## config.mk

```make
export PLATFORM = sky130hd
export DESIGN_NAME = sw_max_tracker
export DESIGN_NICKNAME = d
export VERILOG_FILES = /design/src/rtl/sw_max_tracker.sv
export SDC_FILE = /design/constraint.sdc
export NUM_CORES = 1
export LEC_CHECK = 0
export ABC_AREA = 1
export CORE_MARGIN = 4
export CORE_UTILIZATION = 55
export CTS_BUF_LIST = sky130_fd_sc_hd__clkbuf_8 sky130_fd_sc_hd__clkbuf_16
export DETAILED_ROUTE_END_ITERATION = 8
export GPL_TIMING_DRIVEN = 0
export PLACE_DENSITY = 0.8
export SYNTH_ARGS = -nofsm -noshare
export SYNTH_HDL_FRONTEND = slang
export SYNTH_SLANG_ARGS = --single-unit
```

## constraint.sdc

```tcl
create_clock -name clk -period 29.6 [get_ports clk]
set_input_delay 2.96 -clock clk [delete_from_list [all_inputs] [get_ports clk]]
set_output_delay 2.96 -clock clk [all_outputs]
set_load 0.05 [all_outputs]
```

## src/rtl/sw_max_tracker.sv

```systemverilog
`default_nettype none
// ============================================================================
// Module      : sw_max_tracker
// Description : Tracks the best local-alignment score and its (row, col)
//               position across the sw_pe lanes for one query pass.
// Revision    : 1.0 - initial release
// ============================================================================
module sw_max_tracker #(
    parameter int NUM_PE = 8,
    parameter int ROW_W  = 3,
    parameter int LEN_W  = 10
) (
    input  logic                 clk,
    input  logic                 rst,
    input  logic                 start,
    input  logic [LEN_W-1:0]     query_len,
    input  logic [NUM_PE*16-1:0] scores_i,
    input  logic [NUM_PE-1:0]    valid_i,
    output logic                 busy,
    output logic                 result_valid,
    input  logic                 result_ready,
    output logic [15:0]          max_score,
    output logic [ROW_W-1:0]     max_row,
    output logic [LEN_W-1:0]     max_col
);

    typedef enum logic [1:0] {
        S_IDLE  = 2'd0,
        S_RUN   = 2'd1,
        S_DRAIN = 2'd2,
        S_DONE  = 2'd3
    } state_t;

    state_t             r_state;
    state_t             w_state_nxt;
    logic [LEN_W-1:0]   r_len;
    logic [LEN_W-1:0]   r_cnt [NUM_PE];
    logic [NUM_PE-1:0]  w_accept;
    logic               w_start_pass;

    logic               w_best_v;
    logic [15:0]        w_best_score;
    logic [ROW_W-1:0]   w_best_row;
    logic [LEN_W-1:0]   w_best_col;

    logic               r_cand_v;
    logic [15:0]        r_cand_score;
    logic [ROW_W-1:0]   r_cand_row;
    logic [LEN_W-1:0]   r_cand_col;

    logic [15:0]        r_max_score;
    logic [ROW_W-1:0]   r_max_row;
    logic [LEN_W-1:0]   r_max_col;

    assign w_start_pass = (r_state == S_IDLE) && start;

    for (genvar k = 0; k < NUM_PE; k++) begin : g_accept
        assign w_accept[k] = (r_state == S_RUN) && valid_i[k] && (r_cnt[k] < r_len);
    end

    always_ff @(posedge clk) begin
        if (rst || w_start_pass) begin
            for (int k = 0; k < NUM_PE; k++) r_cnt[k] <= '0;
        end else begin
            for (int k = 0; k < NUM_PE; k++) begin
                if (w_accept[k]) r_cnt[k] <= r_cnt[k] + 1'b1;
            end
        end
    end

    always_ff @(posedge clk) begin
        if (rst) begin
            r_len <= '0;
        end else if (w_start_pass) begin
            r_len <= query_len;
        end
    end

    // Strict compare while scanning upward keeps the lowest lane on ties.
    always_comb begin
        w_best_v     = 1'b0;
        w_best_score = '0;
        w_best_row   = '0;
        w_best_col   = '0;
        for (int k = 0; k < NUM_PE; k++) begin
            if (w_accept[k] && (!w_best_v || (scores_i[16*k +: 16] > w_best_score))) begin
                w_best_v     = 1'b1;
                w_best_score = scores_i[16*k +: 16];
                w_best_row   = ROW_W'(k);
                w_best_col   = r_cnt[k];
            end
        end
    end

    always_ff @(posedge clk) begin
        if (rst || w_start_pass) begin
            r_cand_v     <= 1'b0;
            r_cand_score <= '0;
            r_cand_row   <= '0;
            r_cand_col   <= '0;
        end else begin
            r_cand_v     <= w_best_v;
            r_cand_score <= w_best_score;
            r_cand_row   <= w_best_row;
            r_cand_col   <= w_best_col;
        end
    end

    always_ff @(posedge clk) begin
        if (rst || w_start_pass) begin
            r_max_score <= '0;
            r_max_row   <= '0;
            r_max_col   <= '0;
        end else if (r_cand_v && (r_cand_score > r_max_score)) begin
            r_max_score <= r_cand_score;
            r_max_row   <= r_cand_row;
            r_max_col   <= r_cand_col;
        end
    end

    always_ff @(posedge clk) begin
        if (rst) begin
            r_state <= S_IDLE;
        end else begin
            r_state <= w_state_nxt;
        end
    end

    // RUN ends one cycle after the last lane saturates so the final
    // candidate reaches stage B during DRAIN.
    always_comb begin
        w_state_nxt = r_state;
        case (r_state)
            S_IDLE:  if (start) w_state_nxt = (query_len == '0) ? S_DONE : S_RUN;
            S_RUN:   if (r_cnt[NUM_PE-1] == r_len) w_state_nxt = S_DRAIN;
            S_DRAIN: w_state_nxt = S_DONE;
            S_DONE:  if (result_ready) w_state_nxt = S_IDLE;
            default: w_state_nxt = S_IDLE;
        endcase
    end

    assign busy         = (r_state == S_RUN) || (r_state == S_DRAIN);
    assign result_valid = (r_state == S_DONE);
    assign max_score    = r_max_score;
    assign max_row      = r_max_row;
    assign max_col      = r_max_col;

endmodule
`default_nettype wire

```

==> results list, run 1 <==
- The run finished with clean final reports.
- Top fanout value on the critical path: 10
* Unrepaired setup endpoints after global routing: false
- Synthesis produced around 1900 cells.
- Worst clock skew on the final layout: 0.0176 ns
* Sequential area share after synthesis: between 20% and 30%
- Register clock-pin slew on the reported worst setup and hold paths: about 0.070 ns
- Startpoint Class: input pin
- After clock tree synthesis, the repair step resized 0 gates.
- The first routing iteration left around 1000 violations.
- Largest net degree at the start of global routing: 18
- Top cells by area in the synthesized netlist: ha_1 19%, edfxtp_1 17%, nand2_1 11%
- Core ar.: approximately 0.025 mm^2
* Chip height: ~170 um
* Drt drc: 0
- The most used flip-flop cell after synthesis is edfxtp_1.
* Final Max Tran Viols: 0
- Maximum capacitance violations: 0
- Count of filler cells inserted in the layout: around 2100
- After the last flow step, the layout net total stands at between 2000 and 2500.
* Width of the chip: roughly 170 um
* Maximum frequency from static timing analysis: 64.1 MHz
* Antenna Diode Count: 0
* Total power consumption of the routed design: roughly 0.0015 W
- Pin placement for this block handled 181 I/O pins.
* Gr ovfl total: 0
* Flip-flop and latch count after synthesis: ~150
- Routed Antenna Nets: 0
- Total buffers and inverters traversed by the critical path: 13
* Total die area: roughly 0.028 mm^2
- Worst relative slew slack: between 30% and 40%
- Power Dens Cells: 92.2 mW/mm^2
- The top cell types in the final layout, fill and taps aside, are 423 x nand2_1, 255 x inv_1, 214 x ha_1, 180 x clkdlybuf4s50_1, 159 x nand3_1.
* Starting density of the core: around 56%
- Leak pwr: between 7 and 8 nW
* Number of failing hold endpoints at the final stage: 0
- Gpl congestion: about 0.93
- In this run the core area contains 57 standard-cell rows.
- Worst min-delay path category: reg -> reg
* Largest stage delay, worst path: between 0.4 and 0.5 ns
- The worst-case IR drop observed on VDD is approximately 63 uV.
- Synth Warn #: 0
* Routed via count divided by cell count: between 5 and 6
- Syn_nets: roughly 2300
- Cell variety after synth: 47
* Post-DP HPWL: around 32 mm
- The via count of the first global-routing pass is about 13000.
* Critical path class: in -> reg
* Number of synthesized flops with an enable pin: 80
- CTS Buffer Depth: 2
* Top-area cell type share of the netlist area: between 15 and 20%
- Cell type contributing the most total cell area after synthesis: ha_1
- Number of endpoints failing setup at the final stage: 0
- Total clock buffers created by CTS: 17
* Endpoint kind of the worst setup timing path: flop
- Once the clock tree was built, the setup fixing pass inserted 0 buffers.
- Global-route total usage across every layer: between 20 and 30%
- Broken down by cell family, the worst path's largest delay share belongs to simple AND/OR/NAND/NOR gates.
- In the final layout, the share of cells above drive strength 1 is approximately 6%.
- Port Buffers: between 150 and 200
* Synthesis-to-layout area growth: 20.4%
- The finished layout holds 2451 standard cells, fillers aside.
- The library cell used most frequently in the layout, excluding fill and tap cells, is nand2_1.
- Mean area per synthesized cell: 7.21 um^2
- Sum Neg Setup Slack: 0 ns
* Clock insertion delay at the later pin of the skew report: between 0.4 and 0.5 ns
- CTS H-Tree Depth: 4
- Cts hold-fix bufs: 0
- First-pass detailed-route iteration total: 5
- Most used cell along the critical path: nand2_1
* Post-route cell area: 0.0166 mm^2
- STA puts the critical path data required time at around 30 ns.
- Minimum period implied by the final worst setup slack: between 15 and 20 ns
- After detailed placement, the total cell area comes to 0.0160 mm^2.
- Data arrival time at the worst-slack endpoint: about 16 ns
* Wire length after detailed routing: around 40 mm
- Detailed-route via count: between 10000 and 15000
- Pin slew with the least headroom to its limit: approximately 0.94 ns
- Post-Synthesis Cell Area: 0.0138 mm^2
* Per-cell routed wire length: around 16 um
* Worst path slowest cell: clkdlybuf4s50_1
- TritonCTS built the clock tree.
* Number of cells after detailed placement: 2419
- Of all flip-flops after synthesis, the portion carrying an async set or reset was 0%.
- The initial antenna violation count came to 0.
- Final worst path period share: between 50% and 60%
* Sink Count: between 150 and 200
* Root buf cell: clkbuf_16
- Global-route wire length before repair: 64.1 mm
==> worst min-delay path, cell delays in order (launching register included) <==
cell and delay [ns]:
dfxtp_1 0.30, o21ai_0 0.07, nor2_1 0.08
==> state kept, by name, indices dropped and copies added, names as in the netlist <==
register,cells
max_score,16
r_cnt,80
r_cand_col,10
max_row,3
max_col,10
r_state,2
r_cand_score,16
r_cand_v,1
r_len,10
r_cand_row,3
==> path summary, 6_finish.rpt <==
path         cells past startpoint  slack (ns)            end          start
max                             93       14.00  r_cand_col[7]     valid_i[0]
min reg2reg                      2        0.48     max_col[2]  r_cand_col[2]
max reg2reg                     95       15.90  r_cand_col[7]       r_len[7]
min                              2        0.48     max_col[2]  r_cand_col[2]
==> stage by stage <==
stage | util, % | hold WS (ns) | worst slack, ns
floorplan | - | 0.454 | 16.49
global placement | 65.3 | 0.462 | 13.77
detailed placement | 65.3 | 0.469 | 13.62
CTS | 67.8 | 0.482 | 13.96
global route | 67.8 | 0.506 | 12.75
finish | 67.8 | 0.481 | 14.00
==> cell type report <==
type	count	area [um^2]	share of cell area, %
Multi-Input combinational cell	1449	8700	52.3
Sequential cell	151	3820	23.0
Timing Repair Buffer	180	1800	10.8
Inverter	262	983	5.92
Clock buffer	18	450	2.71
Tap cell	324	405	2.44
Buffer	53	303	1.82
Clock inverter	14	155	0.933
==> report_power, final <==
group          switching (W)  internal (W)
Combinational       0.000598      0.000351
Sequential         0.0000561      0.000299
Clock               0.000103      0.000125
==> routing by layer <==
layer  GRT usage, %  share of wire, %  vias to the layer above
met5              0                 0                        -
met2           47.8                48                      450
li1               -                 -                     6857
met4           9.46               3.4                        0
met1           36.1                43                     6096
met3           3.93               6.1                       92
==> kinds of logic after synthesis <==
| kind of cell | Yosys count | share of synthesized area (%) |
|---|---|---|
| DFF | 151 | 27.7 |
| adders and majority gates | 214 | 19.4 |
| xor gates and xnor gates | 23 | 1.46 |
| buffers and inverters | 315 | 9.31 |
| and+or+nand+nor | 902 | 29.5 |
| AOI/OAI and AO/OA | 310 | 12.7 |
==> cells in the mapped netlist (all sizes together) (3+ instances only) <==
| cell type | instances |
|---|---|
| o21a | 7 |
| nor3 | 34 |
| nand3 | 177 |
| and2 | 25 |
| o2111ai | 6 |
| clkbuf | 21 |
| o21bai | 3 |
| nand2 | 434 |
| or2 | 18 |
| o21ai | 121 |
| nor2 | 157 |
| a31oi | 6 |
| xor2 | 22 |
| nand4 | 24 |
| nor4 | 8 |
| nor3b | 19 |
| buf | 32 |
| a21oi | 127 |
| o211ai | 18 |
| and3 | 4 |
| edfxtp | 80 |
| a211oi | 15 |
| ha | 214 |
| inv | 261 |
| dfxtp | 71 |
(Power assumes the default switching activity.)
==> run 2, diff against run 1 <==
==> constraint.sdc (replaced) <==
create_clock -name clk -period 14.75 [get_ports clk]
set_input_delay 1.475 -clock clk [delete_from_list [all_inputs] [get_ports clk]]
set_output_delay 1.475 -clock clk [all_outputs]
set_load 0.05 [all_outputs]
==> results list, run 2 (synthesis gave the netlist of run 1 again) <==
- The run finished with clean final reports.
- The global routing stage identified its most utilized layer as met2.
* Final Max Tran Viols: 0 (unchanged)
- The total of endpoints with negative setup slack in the final report is 0 (unchanged).
- Worst Path Required: 15.08 ns (-14.83 ns)
- The maximum clock insertion buffer count is 2 (unchanged).
* Data arrival time at the worst-slack endpoint: 13.97 ns (-1.94 ns)
- Most used cell along the critical path: nand2_1
* CTS H-Tree Depth: 4 (unchanged)
- The final count of hold timing violations was 0 (unchanged).
- Number of setup buffers added after CTS: 0 (unchanged)
* Share of power burned in the clock network: 14.9% (about the same)
- The mean routed wirelength per cell is 16.1 um (about the same).
- The worst hold path belongs to the class reg -> reg.
- The met3 track demand over resource is 3.93% (unchanged).
- Routed via count divided by cell count: 5.48 (-0.38%)
- Wire length after detailed routing: 39.6 mm (+0.10%)
- For this design, the slowest cell found on the critical path is clkdlybuf4s50_1.
* R2R setup slack: 1.53 ns (-14.37 ns)
* Total die area: 0.0277 mm^2 (unchanged)
* Critical path class: in -> reg
- STA classifies the critical path startpoint as an input pin.
- The clock-pin slew on the worst setup and hold paths came to 0.07 ns (about the same).
- The library cell used most frequently in the layout, excluding fill and tap cells, is nand2_1.
- Hold Path Cell Cnt: 2 (unchanged)
- Leak pwr: 7.60 nW (+0.15%)
- The transition at the pin with the smallest max-transition slack came to 0.925 ns (-0.0180 ns).
* Routed Antenna Nets: 0 (unchanged)
- The starting density of the core came to 56.3% (unchanged).
- The internal power is 0.00156 W (+100%).
* Drt drc: 0 (unchanged)
- Sequential Power Share: 23.1% (about the same)
- Reg2reg start: r_len[7]
- The setup skew after layout came to 0.0173 ns (-0.000244 ns).
- Global-route wire length before repair: 64.1 mm (unchanged)
- TritonCTS clock tree: built
* Clock insertion delay at the later pin of the skew report: 0.44 ns (about the same)
- Combinational share of power: 62.0% (about the same)
- The switching power of the nets was 0.00152 W (+100%).
- Gpl congestion: 0.933 (unchanged)
- Post-DP HPWL: 32.3 mm (unchanged)
- Setup slack at placement: 0.255 ns (-13.37 ns)
- Gr ovfl total: 0 (unchanged)
- Width of the chip: 166 um (unchanged)
* Final worst path period share: between 90% and 100%
* Min-Delay Startpoint: r_cand_col[2]
- The number of DRC markers after the initial detailed-route iteration came to 1002 (+0.50%).
- First-pass detailed-route iteration total: 6 (+1)
- The library cells used most frequently in the layout, excluding fill and tap cells, are 423 x nand2_1, 255 x inv_1, 214 x ha_1, 180 x clkdlybuf4s50_1, 159 x nand3_1.
* Largest net degree at the start of global routing: 18 (unchanged)
- The number of nets in the layout is 2478 (unchanged).
- Logic depth of the worst register-to-register path: 98 (+3.2%)
- The max-slew headroom at the worst pin came to 37.9% (+1.2 points).
- Total power consumption of the routed design: 0.00308 W (+100%)
- Row count: 57 (unchanged)
* Number of flip-flops under the largest register name: 80 (unchanged)
- Number of global-route vias before repair: 13000 (unchanged)
- Largest stage delay, worst path: 0.46 ns (about the same)
- The maximum vdd ir drop came to 127 uV (+100%).
* Sink Count: 151 (unchanged)
* Synthesis-to-layout area growth: 20.7%
- Register with the highest flop count: r_cnt
* Endpoint kind of the worst setup timing path: flop
* Total clock buffers created by CTS: 17 (unchanged)
- The area of the core region was 0.0245 mm^2 (unchanged).
- The worst path needs about 14 ns of the cycle, external delays included.
* Fin worst setup slack: 1.11 ns (-12.89 ns)
- Count of filler cells inserted in the layout: 2107 (-0.24%)
- Derived from the worst setup path, the maximum achievable clock frequency is approximately 73 MHz.
- The met1 layer usage reported by global route came to 36.1% (unchanged).
* Root buf cell: clkbuf_16
- Port Buffers: 180 (unchanged)
- In this run the critical register-to-register path is captured at r_cand_score[5].
- The initial antenna violation count came to 0 (unchanged).
- Switching power share of the total: 49.4% (about the same)
* Number of cells after detailed placement: 2419 (unchanged)
* Detailed-route via count: 13400 (-0.34%)
- Sink of the worst hold path: max_col[2]
* Maximum capacitance violations: 0 (unchanged)
- The post-layout utilization of the core is 67.9% (+0.19 points).
- The met2 track utilization from global routing is 47.8% (unchanged).
* Final cell count without fillers: 2452 (+0.041%)
- The total power per unit cell area is 185 mW/mm^2 (+100%).
* IO Pins: 181 (unchanged)
* Global-route total usage across every layer: 27.8% (unchanged)
- The count of cells resized by post-cts repair was 0 (unchanged).
- Top fanout value on the critical path: 10 (unchanged)
* Cts hold-fix bufs: 0 (unchanged)
- Layout cell share with drive strength beyond 1: 6.16% (+0.19 points)
- The overall die height came to 166 um (unchanged).
-- run 2: layout make-up --
class | instances | area (um^2) | share of cell area (%)
Buffer | 53 | 317 | 1.90
Timing Repair Buffer | 180 | 1800 | 10.8
Sequential cell | 151 | 3820 | 22.9
Clock buffer | 18 | 450 | 2.70
Antenna cell | 1 | 2.50 | 0.0150
Clock inverter | 14 | 155 | 0.931
Inverter | 262 | 988 | 5.93
Tap cell | 324 | 405 | 2.43
Multi-Input combinational cell | 1449 | 8730 | 52.3
-- run 2: per-layer routing --
metal  wire, um  vias up
met3       2350       95
met5          0        -
met2      18900      437
li1           -     6856
met4       1350        0
met1      17000     6061
-- run 2: power groups by stage --
| stage | clock network, W | registers [W] | logic [W] |
|---|---|---|---|
| after floorplan | 0 | 0.000800 | 0.00125 |
| after global placement | 0 | 0.000711 | 0.00181 |
| after detailed placement | 0 | 0.000718 | 0.00188 |
| after CTS | 0.000458 | 0.000709 | 0.00189 |
| after global routing | 0.000476 | 0.000729 | 0.00217 |
| final | 0.000458 | 0.000712 | 0.00191 |
-- run 2: worst max-delay path, delay by kind of cell --
family / cells / cell delay [ns]
AO/OA/AOI/OAI: 13 / 1.66
AND/OR/NAND/NOR: 61 / 6.22
buffers and inverters: 15 / 2.60
adder cells (fa/ha/maj): 7 / 1.94
-- run 2: worst max-delay path by stage --
stage	startpoint	end
6_report	valid_i[0]	r_cand_score[5]
5_1_grt	valid_i[0]	r_cand_score[5]
4_1_cts	valid_i[0]	r_cand_col[7]
3_5_place_dp	valid_i[0]	r_cand_col[7]
3_3_place_gp	valid_i[0]	r_cand_col[8]
2_1_floorplan	valid_i[0]	r_cand_col[6]
-- run 2: stage by stage --
stage,TNS [ns],area (um^2),hold slack [ns]
5_1_grt,-0.0748,16700,0.506
2_1_floorplan,0,13800,0.454
6_report,0,16700,0.481
3_3_place_gp,0,16000,0.462
3_5_place_dp,0,16000,0.469
4_1_cts,0,16600,0.482
==> run 3, diff against run 2 <==
--- a/config.mk
+++ b/config.mk
@@ -7,11 +7,10 @@
 export LEC_CHECK = 0
 export ABC_AREA = 1
 export CORE_MARGIN = 4
-export CORE_UTILIZATION = 55
+export CORE_UTILIZATION = 35
 export CTS_BUF_LIST = sky130_fd_sc_hd__clkbuf_8 sky130_fd_sc_hd__clkbuf_16
 export DETAILED_ROUTE_END_ITERATION = 8
 export GPL_TIMING_DRIVEN = 0
-export PLACE_DENSITY = 0.8
 export SYNTH_ARGS = -nofsm -noshare
 export SYNTH_HDL_FRONTEND = slang
 export SYNTH_SLANG_ARGS = --single-unit
==> results list, run 3 (synthesis gave the netlist of run 1 again) <==
* Outcome: complete, no violations
* Total power consumption of the routed design: 0.00307 W (-0.50%)
- Pin slew with the least headroom to its limit: 0.999 ns (+0.0746 ns)
* Hold Path Cell Cnt: 2 (unchanged)
- CTS H-Tree Depth: 4 (unchanged)
- Minimum period implied by the final worst setup slack: 13.58 ns (-0.0576 ns)
- Register clock-pin slew on the reported worst setup and hold paths: 0.06 ns (about the same)
- The number of flip-flops in the largest register was 80 (unchanged).
* Post-DP HPWL: 34.9 mm (+8.2%)
- IR drop worst, VDD: 93.6 uV (-26%)
* Power Dens Cells: 181 mW/mm^2 (-2.2%)
- The sequential cell area is 0.00382 mm^2 (unchanged).
* Root buf cell: clkbuf_16
- The I/O pin count came to 181 (unchanged).
* Number of failing hold endpoints at the final stage: 0 (unchanged)
* Global-route total usage across every layer: 19.4% (-8.4 points)
* Sink of the worst hold path: max_score[15]
- Most used cell along the critical path: nand2_1
- The area growth from synthesis to layout is 22.7%.
- Antenna violations before repair: 0 (unchanged)
- The critical path is of the in -> reg type.
- CTS Buffer Depth: 2 (unchanged)
* Startpoint Class: input pin
- Width of the chip: 207 um (+24%)
- The worst setup path is captured at a flop.
- The worst-path maximum fanout was 10 (unchanged).
* Logic depth of the worst register-to-register path: 97 (-1.0%)
* Routed via count divided by cell count: 4.99 (-8.9%)
* Worst min-delay path category: reg -> reg
* Data arrival time at the worst-slack endpoint: 13.91 ns (-0.06 ns)
- The placer's final routability congestion estimate is 0.895 (-4.1%).
* Port Buffers: 180 (unchanged)
- The startpoint identified for the worst register-to-register timing path is r_len[7].
- Register with the highest flop count: r_cnt
* Maximum frequency from static timing analysis: 73.6 MHz (+0.42%)
- Share of the core filled with cells in the final layout: 43.7% (-24 points)
- Worst Path Required: 15.07 ns (about the same)
- The overall die height was 207 um (+24%).
- The switching power of the nets is 0.00153 W (+0.36%).
- The startpoint identified for the worst hold timing path is max_score[15].
* Share of power burned in the clock network: 13.6% (-1.3 points)
- The number of sinks driven by the clock tree came to 151 (unchanged).
* Row count: 72 (+26%)
- The internal power is 0.00154 W (-1.3%).
* Antenna Diode Count: 0 (-1)
- The first-pass GRT wire length came to 66.0 mm (+3.0%).
- The proportion of total power due to net switching is 49.9% (+0.42 points).
* Drt drc: 0 (unchanged)
- The maximum number of pins on one net before global-route repair is 17 (-1).
* Final worst path period share: 92.1% (-0.39 points)
- The final-layout fill cell count came to 3917 (+86%).
* Detailed-route via count: 13200 (-1.6%)
- Core ar.: 0.0388 mm^2 (+58%)
- TritonCTS clock tree: built
* Worst path slowest cell: clkdlybuf4s50_1
- The total of endpoints with negative setup slack in the final report was 0 (unchanged).
* Maximum capacitance violations: 0 (unchanged)
- The number of search-and-repair iterations in the first detailed-routing pass is 5 (-1).
- The post-route antenna net violation count was 0 (unchanged).
- Wire length after detailed routing: 42.4 mm (+7.1%)
- Largest stage delay, worst path: 0.46 ns (about the same)
* Final nets: 2484 (+0.24%)
- Total clock buffers created by CTS: 17 (unchanged)
- The clock insertion delay at the later pin of the skew report came to 0.44 ns (about the same).
- The sequential fraction of design power is 23.1% (about the same).
- The multi-input combinational cell area was 0.00876 mm^2 (+0.40%).
* Total die area: 0.0427 mm^2 (+54%)
- Leading cell types in the layout, fill and taps excluded: 423 x nand2_1, 255 x inv_1, 214 x ha_1, 180 x clkdlybuf4s50_1, 159 x nand3_1
- The combinational power share was 63.3% (+1.3 points).
- The library cell used most frequently in the layout, excluding fill and tap cells, is nand2_1.
- The number of DRC markers after the initial detailed-route iteration came to 792 (-21%).
- Number of global-route vias before repair: 12700 (-2.5%)
* Worst r2r dst: r_cand_col[3]
* Per-cell routed wire length: 16.0 um (-0.94%)
- Starting density of the core: 35.6% (-21 points)
- The minimum setup slack among reg-to-reg paths was 1.43 ns (-0.10 ns).
* Leak pwr: 7.62 nW (+0.25%)
- Gr ovfl total: 0 (unchanged)
- The layout cell share with drive strength beyond 1 came to 6.61% (+0.45 points).
- Final Max Tran Viols: 0 (unchanged)
- The setup skew after layout came to 0.0121 ns (-0.00526 ns).
- The max-slew headroom at the worst pin was 33.4% (-4.6 points).
run 3: cell count changes in the layout (fill, tap and decap cells not counted), moves of 2 or more:
| cell | change |
|---|---|
| buf_2 | -2 |
| clkinv_4 | +2 |
| clkbuf_8 | +2 |
| inv_4 | +4 |
| nor3_1 | -2 |
| buf_6 | +3 |
| buf_4 | +4 |
| inv_8 | -5 |
run 3: metrics by stage:
stage          setup TNS (ns)  area [um^2]  setup WS (ns)  std cells  hold slack, ns
2_1_floorplan               0        13800           3.12       1915           0.454
3_3_place_gp                0        16300          0.108       2613           0.467
3_5_place_dp           -0.247        16300        -0.0702       2613           0.474
4_1_cts                     0        16800          0.361       2645           0.484
5_1_grt                -0.909        17000        -0.0746       2651           0.511
6_report                    0        17000           1.17       2651           0.479
run 3: area by class of cell:
type / count / share of cell area [%]
timing repair buffer: 186 / 10.9
tap: 518 / 3.82
clock buffer: 19 / 2.67
clock inverter: 13 / 0.546
multi-input combinational: 1449 / 51.7
sequential: 151 / 22.6
inverter: 262 / 5.86
buffer: 53 / 1.96
run 3: repair_timing:
item / CTS / global route
endpoints found under the hold margin: 0 / 0
hold buffers: 0 / 0
setup buffers: 0 / 6
endpoints found under the setup margin: 0 / 29
gates resized for setup: 0 / 40
run 3: how the worst max path moves through the flow:
stage,start,endpoint,cells past startpoint
2_1_floorplan,valid_i[0],r_cand_col[6],97
4_1_cts,valid_i[0],r_cand_col[8],95
3_3_place_gp,valid_i[0],r_cand_col[1],94
6_report,valid_i[0],r_cand_col[3],95
5_1_grt,valid_i[0],r_cand_col[8],103
3_5_place_dp,valid_i[0],r_cand_col[8],95
run 3: power by group through the flow:
stage	combinational (W)	sequential (W)	clock, W
5_1_grt	0.00221	0.000728	0.000442
3_3_place_gp	0.00185	0.000712	0
2_1_floorplan	0.00125	0.000800	0
6_report	0.00194	0.000709	0.000416
3_5_place_dp	0.00191	0.000717	0
4_1_cts	0.00192	0.000708	0.000422
run 3: critical path: cells and delay by family:
family | cells | cell delay (ns)
buffers and inverters | 15 | 2.47
AO/OA/AOI/OAI | 13 | 1.66
AND/OR/NAND/NOR | 60 | 6.28
adder cells (fa/ha/maj) | 7 | 1.98
run 3: per-layer routing:
metal | vias up | routed length [um] | part of all wire (%) | global-route usage, %
li1 | 6856 | - | - | -
met1 | 6077 | 19700 | 46 | 26.0
met2 | 261 | 20400 | 48 | 33.7
met3 | 46 | 1610 | 3.8 | 2.53
met4 | 0 | 668 | 1.6 | 3.97
met5 | - | 0 | 0 | 0
